$ cat config.mk
export PLATFORM = sky130hd
export DESIGN_NAME = hazard_stall_ctrl_flat
export DESIGN_NICKNAME = d
export VERILOG_FILES = /design/src/rtl/hazard_stall_ctrl_if.sv /design/src/rtl/hazard_stall_ctrl.sv /design/src/flat_wrapper.sv
export SDC_FILE = /design/constraint.sdc
export NUM_CORES = 1
export LEC_CHECK = 0
export BUFFER_PORTS_ARGS = -buffer_cell sky130_fd_sc_hd__buf_2
export CAP_MARGIN = 20
export CORE_ASPECT_RATIO = 0.5
export CORE_UTILIZATION = 30
export CTS_CLUSTER_DIAMETER = 30
export DETAILED_ROUTE_END_ITERATION = 8
export GPL_ROUTABILITY_DRIVEN = 0
export GPL_TIMING_DRIVEN = 0
export PLACE_DENSITY = 0.61
export SYNTH_ARGS = -nofsm -noshare
export SYNTH_HDL_FRONTEND = slang
export SYNTH_SLANG_ARGS = --single-unit
export TNS_END_PERCENT = 20
$ cat constraint.sdc
create_clock -name clk -period 3.4 [get_ports clk]
set_input_delay 0.34 -clock clk [delete_from_list [all_inputs] [get_ports clk]]
set_output_delay 0.34 -clock clk [all_outputs]
set_load 0.02 [all_outputs]
$ cat src/rtl/hazard_stall_ctrl_if.sv
// Hazard controller bundle: decode/execute hazard inputs and pipeline control outputs.
// The master side (pipeline or bench) drives the hazard terms; the slave side is the controller.
interface hazard_stall_ctrl_if #(
  parameter int CNT_W = 32
);
  logic [4:0]       IF_ID_RsAddr;
  logic [4:0]       IF_ID_RtAddr;
  logic             ID_UsesRs;
  logic             ID_UsesRt;
  logic             ID_MduAccess;
  logic             ID_Jump;
  logic             ID_EX_MemRead;
  logic [4:0]       ID_EX_RegWrAddr;
  logic             EX_MduStart;
  logic             EX_MduIsDiv;
  logic             EX_BranchTaken;
  logic             PC_Write;
  logic             IF_ID_Write;
  logic             IF_ID_Flush;
  logic             ID_EX_Flush;
  logic             MDU_Busy;
  logic             MDU_Done;
  logic [CNT_W-1:0] StallCycles;

  modport master (
    output IF_ID_RsAddr, IF_ID_RtAddr, ID_UsesRs, ID_UsesRt, ID_MduAccess, ID_Jump,
           ID_EX_MemRead, ID_EX_RegWrAddr, EX_MduStart, EX_MduIsDiv, EX_BranchTaken,
    input  PC_Write, IF_ID_Write, IF_ID_Flush, ID_EX_Flush, MDU_Busy, MDU_Done, StallCycles
  );

  modport slave (
    input  IF_ID_RsAddr, IF_ID_RtAddr, ID_UsesRs, ID_UsesRt, ID_MduAccess, ID_Jump,
           ID_EX_MemRead, ID_EX_RegWrAddr, EX_MduStart, EX_MduIsDiv, EX_BranchTaken,
    output PC_Write, IF_ID_Write, IF_ID_Flush, ID_EX_Flush, MDU_Busy, MDU_Done, StallCycles
  );
endinterface

$ cat src/rtl/hazard_stall_ctrl.sv
// Pipeline sequencing controller: load-use and MDU-occupancy stalls, branch/jump
// flushes, and a saturating count of stalled cycles.
module hazard_stall_ctrl #(
  parameter int MUL_CYCLES = 4,
  parameter int DIV_CYCLES = 32,
  parameter int CNT_W      = 32
) (
  input logic               clk,
  input logic               reset,
  hazard_stall_ctrl_if.slave bus
);
  typedef enum logic {IDLE, BUSY} state_t;

  localparam logic [5:0] MUL_LD = 6'(MUL_CYCLES - 1);
  localparam logic [5:0] DIV_LD = 6'(DIV_CYCLES - 1);

  state_t           r_state;
  state_t           w_state_nxt;
  logic [5:0]       r_cnt;
  logic [5:0]       w_cnt_nxt;
  logic             r_done;
  logic [CNT_W-1:0] r_stall_cnt;

  logic w_lu;
  logic w_mh;
  logic w_stall;
  logic w_pc_write;
  logic w_if_id_write;
  logic w_if_id_flush;
  logic w_id_ex_flush;

  // Register 0 is hardwired, so a load targeting it never creates a dependency.
  assign w_lu = bus.ID_EX_MemRead && (bus.ID_EX_RegWrAddr != 5'd0) &&
                ((bus.ID_UsesRs && (bus.IF_ID_RsAddr == bus.ID_EX_RegWrAddr)) ||
                 (bus.ID_UsesRt && (bus.IF_ID_RtAddr == bus.ID_EX_RegWrAddr)));
  // On the final busy cycle (cnt==0) the result is ready, so the MDU access may issue.
  assign w_mh    = bus.ID_MduAccess &&
                   (((r_state == BUSY) && (r_cnt != 6'd0)) || bus.EX_MduStart);
  assign w_stall = (w_lu || w_mh) && !bus.EX_BranchTaken;

  always_comb begin
    w_pc_write    = 1'b1;
    w_if_id_write = 1'b1;
    w_if_id_flush = 1'b0;
    w_id_ex_flush = 1'b0;
    if (reset) begin
      w_pc_write    = 1'b0;
      w_if_id_write = 1'b0;
      w_if_id_flush = 1'b1;
      w_id_ex_flush = 1'b1;
    end else if (bus.EX_BranchTaken) begin
      w_if_id_flush = 1'b1;
      w_id_ex_flush = 1'b1;
    end else if (w_stall) begin
      w_pc_write    = 1'b0;
      w_if_id_write = 1'b0;
      w_id_ex_flush = 1'b1;
    end else if (bus.ID_Jump) begin
      w_if_id_flush = 1'b1;
    end
  end

  always_comb begin
    w_state_nxt = r_state;
    w_cnt_nxt   = r_cnt;
    case (r_state)
      IDLE: begin
        if (bus.EX_MduStart) begin
          w_state_nxt = BUSY;
          w_cnt_nxt   = bus.EX_MduIsDiv ? DIV_LD : MUL_LD;
        end
      end
      BUSY: begin
        if (r_cnt == 6'd0) begin
          w_state_nxt = IDLE;
        end else begin
          w_cnt_nxt = r_cnt - 6'd1;
        end
      end
      default: w_state_nxt = IDLE;
    endcase
  end

  always_ff @(posedge clk) begin
    if (reset) begin
      r_state     <= IDLE;
      r_cnt       <= 6'd0;
      r_done      <= 1'b0;
      r_stall_cnt <= '0;
    end else begin
      r_state <= w_state_nxt;
      r_cnt   <= w_cnt_nxt;
      r_done  <= (r_state == BUSY) && (r_cnt == 6'd0);
      if (!w_pc_write && (r_stall_cnt != {CNT_W{1'b1}})) begin
        r_stall_cnt <= r_stall_cnt + 1'b1;
      end
    end
  end

  // A new MDU op while one is in flight is ignored; the interlock should prevent it.
  a_no_start_while_busy: assert property (@(posedge clk) disable iff (reset)
    (r_state == BUSY) |-> !bus.EX_MduStart);

  assign bus.PC_Write    = w_pc_write;
  assign bus.IF_ID_Write = w_if_id_write;
  assign bus.IF_ID_Flush = w_if_id_flush;
  assign bus.ID_EX_Flush = w_id_ex_flush;
  assign bus.MDU_Busy    = (r_state == BUSY);
  assign bus.MDU_Done    = r_done;
  assign bus.StallCycles = r_stall_cnt;
endmodule

$ cat src/flat_wrapper.sv
// flat-port wrapper written by rule: the top's interface ports become plain ports
module hazard_stall_ctrl_flat 
#(
  parameter int MUL_CYCLES = 4,
  parameter int DIV_CYCLES = 32,
  parameter int CNT_W      = 32
)
  (clk, reset, bus_IF_ID_RsAddr, bus_IF_ID_RtAddr, bus_ID_UsesRs, bus_ID_UsesRt, bus_ID_MduAccess, bus_ID_Jump, bus_ID_EX_MemRead, bus_ID_EX_RegWrAddr, bus_EX_MduStart, bus_EX_MduIsDiv, bus_EX_BranchTaken, bus_PC_Write, bus_IF_ID_Write, bus_IF_ID_Flush, bus_ID_EX_Flush, bus_MDU_Busy, bus_MDU_Done, bus_StallCycles);
  hazard_stall_ctrl_if #(.CNT_W(CNT_W)) bus_i ();
  input logic clk;
  input logic reset;
  input wire logic [$bits(bus_i.IF_ID_RsAddr)-1:0] bus_IF_ID_RsAddr;
  input wire logic [$bits(bus_i.IF_ID_RtAddr)-1:0] bus_IF_ID_RtAddr;
  input wire logic [$bits(bus_i.ID_UsesRs)-1:0] bus_ID_UsesRs;
  input wire logic [$bits(bus_i.ID_UsesRt)-1:0] bus_ID_UsesRt;
  input wire logic [$bits(bus_i.ID_MduAccess)-1:0] bus_ID_MduAccess;
  input wire logic [$bits(bus_i.ID_Jump)-1:0] bus_ID_Jump;
  input wire logic [$bits(bus_i.ID_EX_MemRead)-1:0] bus_ID_EX_MemRead;
  input wire logic [$bits(bus_i.ID_EX_RegWrAddr)-1:0] bus_ID_EX_RegWrAddr;
  input wire logic [$bits(bus_i.EX_MduStart)-1:0] bus_EX_MduStart;
  input wire logic [$bits(bus_i.EX_MduIsDiv)-1:0] bus_EX_MduIsDiv;
  input wire logic [$bits(bus_i.EX_BranchTaken)-1:0] bus_EX_BranchTaken;
  output wire logic [$bits(bus_i.PC_Write)-1:0] bus_PC_Write;
  output wire logic [$bits(bus_i.IF_ID_Write)-1:0] bus_IF_ID_Write;
  output wire logic [$bits(bus_i.IF_ID_Flush)-1:0] bus_IF_ID_Flush;
  output wire logic [$bits(bus_i.ID_EX_Flush)-1:0] bus_ID_EX_Flush;
  output wire logic [$bits(bus_i.MDU_Busy)-1:0] bus_MDU_Busy;
  output wire logic [$bits(bus_i.MDU_Done)-1:0] bus_MDU_Done;
  output wire logic [$bits(bus_i.StallCycles)-1:0] bus_StallCycles;
  assign bus_i.IF_ID_RsAddr = bus_IF_ID_RsAddr;
  assign bus_i.IF_ID_RtAddr = bus_IF_ID_RtAddr;
  assign bus_i.ID_UsesRs = bus_ID_UsesRs;
  assign bus_i.ID_UsesRt = bus_ID_UsesRt;
  assign bus_i.ID_MduAccess = bus_ID_MduAccess;
  assign bus_i.ID_Jump = bus_ID_Jump;
  assign bus_i.ID_EX_MemRead = bus_ID_EX_MemRead;
  assign bus_i.ID_EX_RegWrAddr = bus_ID_EX_RegWrAddr;
  assign bus_i.EX_MduStart = bus_EX_MduStart;
  assign bus_i.EX_MduIsDiv = bus_EX_MduIsDiv;
  assign bus_i.EX_BranchTaken = bus_EX_BranchTaken;
  assign bus_PC_Write = bus_i.PC_Write;
  assign bus_IF_ID_Write = bus_i.IF_ID_Write;
  assign bus_IF_ID_Flush = bus_i.IF_ID_Flush;
  assign bus_ID_EX_Flush = bus_i.ID_EX_Flush;
  assign bus_MDU_Busy = bus_i.MDU_Busy;
  assign bus_MDU_Done = bus_i.MDU_Done;
  assign bus_StallCycles = bus_i.StallCycles;
  hazard_stall_ctrl #(.MUL_CYCLES(MUL_CYCLES), .DIV_CYCLES(DIV_CYCLES), .CNT_W(CNT_W)) u_core (.clk(clk), .reset(reset), .bus(bus_i));
endmodule
==> metrics <==
floorplan row count 22; number of buffers inserted for hold repair after clock tree synthesis 0; endpoint of the worst-slack reg-to-reg timing path u_core.bus.StallCycles[12]$_SDFFE_PP0P_; reg-to-reg startpoint u_core.bus.StallCycles[0]$_SDFFE_PP0P_; number of endpoints failing setup at the final stage 0; H-tree depth 2; Reg2Reg Depth 8; total track usage 0.155; share of layout cells above drive strength 1 0.246; most frequent standard cell in the layout excluding fill and tap cells sky130_fd_sc_hd__buf_2; proportion of netlist area held by the largest area contributor 0.339; number of warnings printed during yosys synthesis 0; detail-routed net length per standard cell 13.3 um; DR iter-0 viols 119; fin cells 462; Period Utilization, post-route 0.907; Max Fanout on Critical Path 10; number of CTS-inserted buffers 5; cell count after placement 454; kind of end point of the critical path output pin; Sinks on Clock Net 40; highest ir drop seen on vdd 0.165 mV; maximum count of clock buffers along a single path 2; element type at the critical path start flip-flop; total grt overflow 0; Layout Area Growth over Synthesis 24.8%; half-perimeter wire length after placement 4530 um; max-capacitance violation count 0; fin. max-slew vios 0; count of buffers inserted at the top-level ports 61; measured slew at the worst slew-check pin 593 ps; setup repair after global routing missed its margin no; Hold Path Class in -> reg; Die Width 127 um; count of buffers added by post-CTS timing repair for setup 0; clk root buf sky130_fd_sc_hd__clkbuf_16; slew margin rel. 0.605; EDFF count, synth 0; classification of the worst setup path reg -> out; drt pass-1 iters 4; nets in the synthesized netlist 313; launching instance or port of the critical path u_core.r_cnt[3]$_SDFFE_PP0P_; diode count 0; area after detailed placement 2800 um^2; CP Data Required Time 3060 ps; crit path setup slack, layout 316 ps; TNS Setup 0 ps; Seq/Total Area, Yosys 0.339; wire length of the first global-routing pass 10300 um; number of remaining DRC errors 0; via count of the first global-routing pass 2111; number of hold violations in the final report 0; Final #Nets 381; worst hold slack 415 ps; antenna violations before repair 0; leakage power figure 1.19 nW; top_reg_cell synth sky130_fd_sc_hd__dfxtp_1; height of the die 64.7 um; via count 2354; average vias per placed instance 5.10; worst skew pair latency 280 ps; Avg Synthesized Cell Area 8.29 um^2; data arrival time at the worst-slack endpoint 2740 ps; Reg2Reg Setup Slack 1030 ps; antenna-violating nets left 0; maximum clock skew at final layout 4.02 ps; outcome completed; CP endpoint bus_PC_Write; post-layout instance area 2950 um^2; Synth Instances 285; pre-CTS worst setup slack 587 ps; PD cells 386 nW/um^2; wirelength, routed 6160 um; Ports 63; TritonCTS clock tree built; cell taking the most area after synthesis sky130_fd_sc_hd__dfxtp_1; largest net degree at the start of global routing 12; Synth async-reset ratio 0; synthesis-stage register bit count 40; die area 8250 um^2; Worst-path clk slew 60 ps; netlist area before placement 2360 um^2; final critical path time including I/O delays and setup 3080 ps; highest-count cells in the layout ignoring fill and taps 66 x sky130_fd_sc_hd__buf_2, 40 x sky130_fd_sc_hd__dfxtp_1, 27 x sky130_fd_sc_hd__nor2_1; launch point of the worst hold path bus_EX_MduStart; top achievable clock speed 324 MHz; # resized after CTS 0; area of the placeable core 7460 um^2; biggest area contributors in the synthesized netlist sky130_fd_sc_hd__dfxtp_1 34%, sky130_fd_sc_hd__mux2_1 7.2%, sky130_fd_sc_hd__nor2_1 4.3%; number of different library cells in the post-synthesis netlist 41; effective utilization at floorplan 0.317
## final cells by class
class                      instances  area [um^2]
tap                              108          135
fill                             783         4510
sequential                        40          801
multi-input combinational        221         1440
timing repair buffer              61          305
clock buffer                       8          146
inverter                           7         26.3
buffer                            17         96.3
## power by group
group / total [mW] / internal [mW] / switching, mW
Sequential: 0.498 / 0.482 / 0.0153
Combinational: 0.172 / 0.0648 / 0.107
Clock: 0.470 / 0.293 / 0.178
Total: 1.14 / 0.840 / 0.300
## cell usage after synthesis (all sizes together), types with 3 or more instances
library cell  instances
and3                  6
or4                  13
xnor2                10
nor2                 27
nor3                  8
nand3                11
ha                    3
nor4                 13
o21ai                 6
or3                   3
clkbuf                6
buf                  11
and4                  5
o31ai                13
nor2b                12
nand4                13
nand2                23
a211oi                3
inv                   7
mux2                 15
a21oi                20
dfxtp                40
nand2b                4
## routing by layer
layer,GRT usage,vias up,share of wire
met2,0.257,33,0.46
met5,0,-,0
met3,0.0273,4,0.036
met1,0.210,1123,0.49
met4,0.0372,0,0.0067
li1,-,1194,-
## through the flow
step,utilization,total power [mW]
3_3_place_gp,0.376,0.678
5_1_grt,0.395,1.20
3_5_place_dp,0.376,0.680
4_1_cts,0.395,1.15
6_report,0.395,1.14
2_1_floorplan,-,0.621
## worst min-delay path by stage
stage | to | slack, ps | depth (start not counted)
CTS | u_core.bus.MDU_Busy$_SDFF_PP0_ | 410 | 3
detailed placement | u_core.bus.StallCycles[18]$_SDFFE_PP0P_ | 490 | 2
floorplan | u_core.r_cnt[0]$_SDFFE_PP0P_ | 480 | 2
finish | u_core.bus.MDU_Busy$_SDFF_PP0_ | 410 | 3
global placement | u_core.bus.StallCycles[18]$_SDFFE_PP0P_ | 490 | 2
global route | u_core.bus.MDU_Busy$_SDFF_PP0_ | 450 | 3
## flip-flops by register name, summed over array words and instances, names as in the netlist
signal	cells
u_core.bus.StallCycles	32
u_core.r_cnt	6
u_core.bus.MDU_Busy	1
u_core.bus.MDU_Done	1
## critical path, cell delays in order, from the launching register on
cell and delay, ps:
sky130_fd_sc_hd__dfxtp_1 340, sky130_fd_sc_hd__or3_1 390, sky130_fd_sc_hd__o21ai_2 240, sky130_fd_sc_hd__nand2b_1 150, sky130_fd_sc_hd__a32oi_2 340, sky130_fd_sc_hd__buf_2 300, sky130_fd_sc_hd__buf_4 220, sky130_fd_sc_hd__nor2_1 50
sky130_fd_sc_hd__nor2_1 150, sky130_fd_sc_hd__buf_4 130, sky130_fd_sc_hd__buf_2 150
## cell families (layout without fill, tap and decap cells)
family,after synthesis,after routing,synth area share
buffers and inverters,24,93,0.0519
adder cells (fa/ha/maj),3,3,0.0159
multiplexers,15,15,0.0715
XOR/XNOR,11,11,0.0408
AND/OR/NAND/NOR,142,142,0.337
AO/OA/AOI/OAI,50,50,0.144
flip-flops,40,40,0.339
Power figures use the tool's default switching activity.
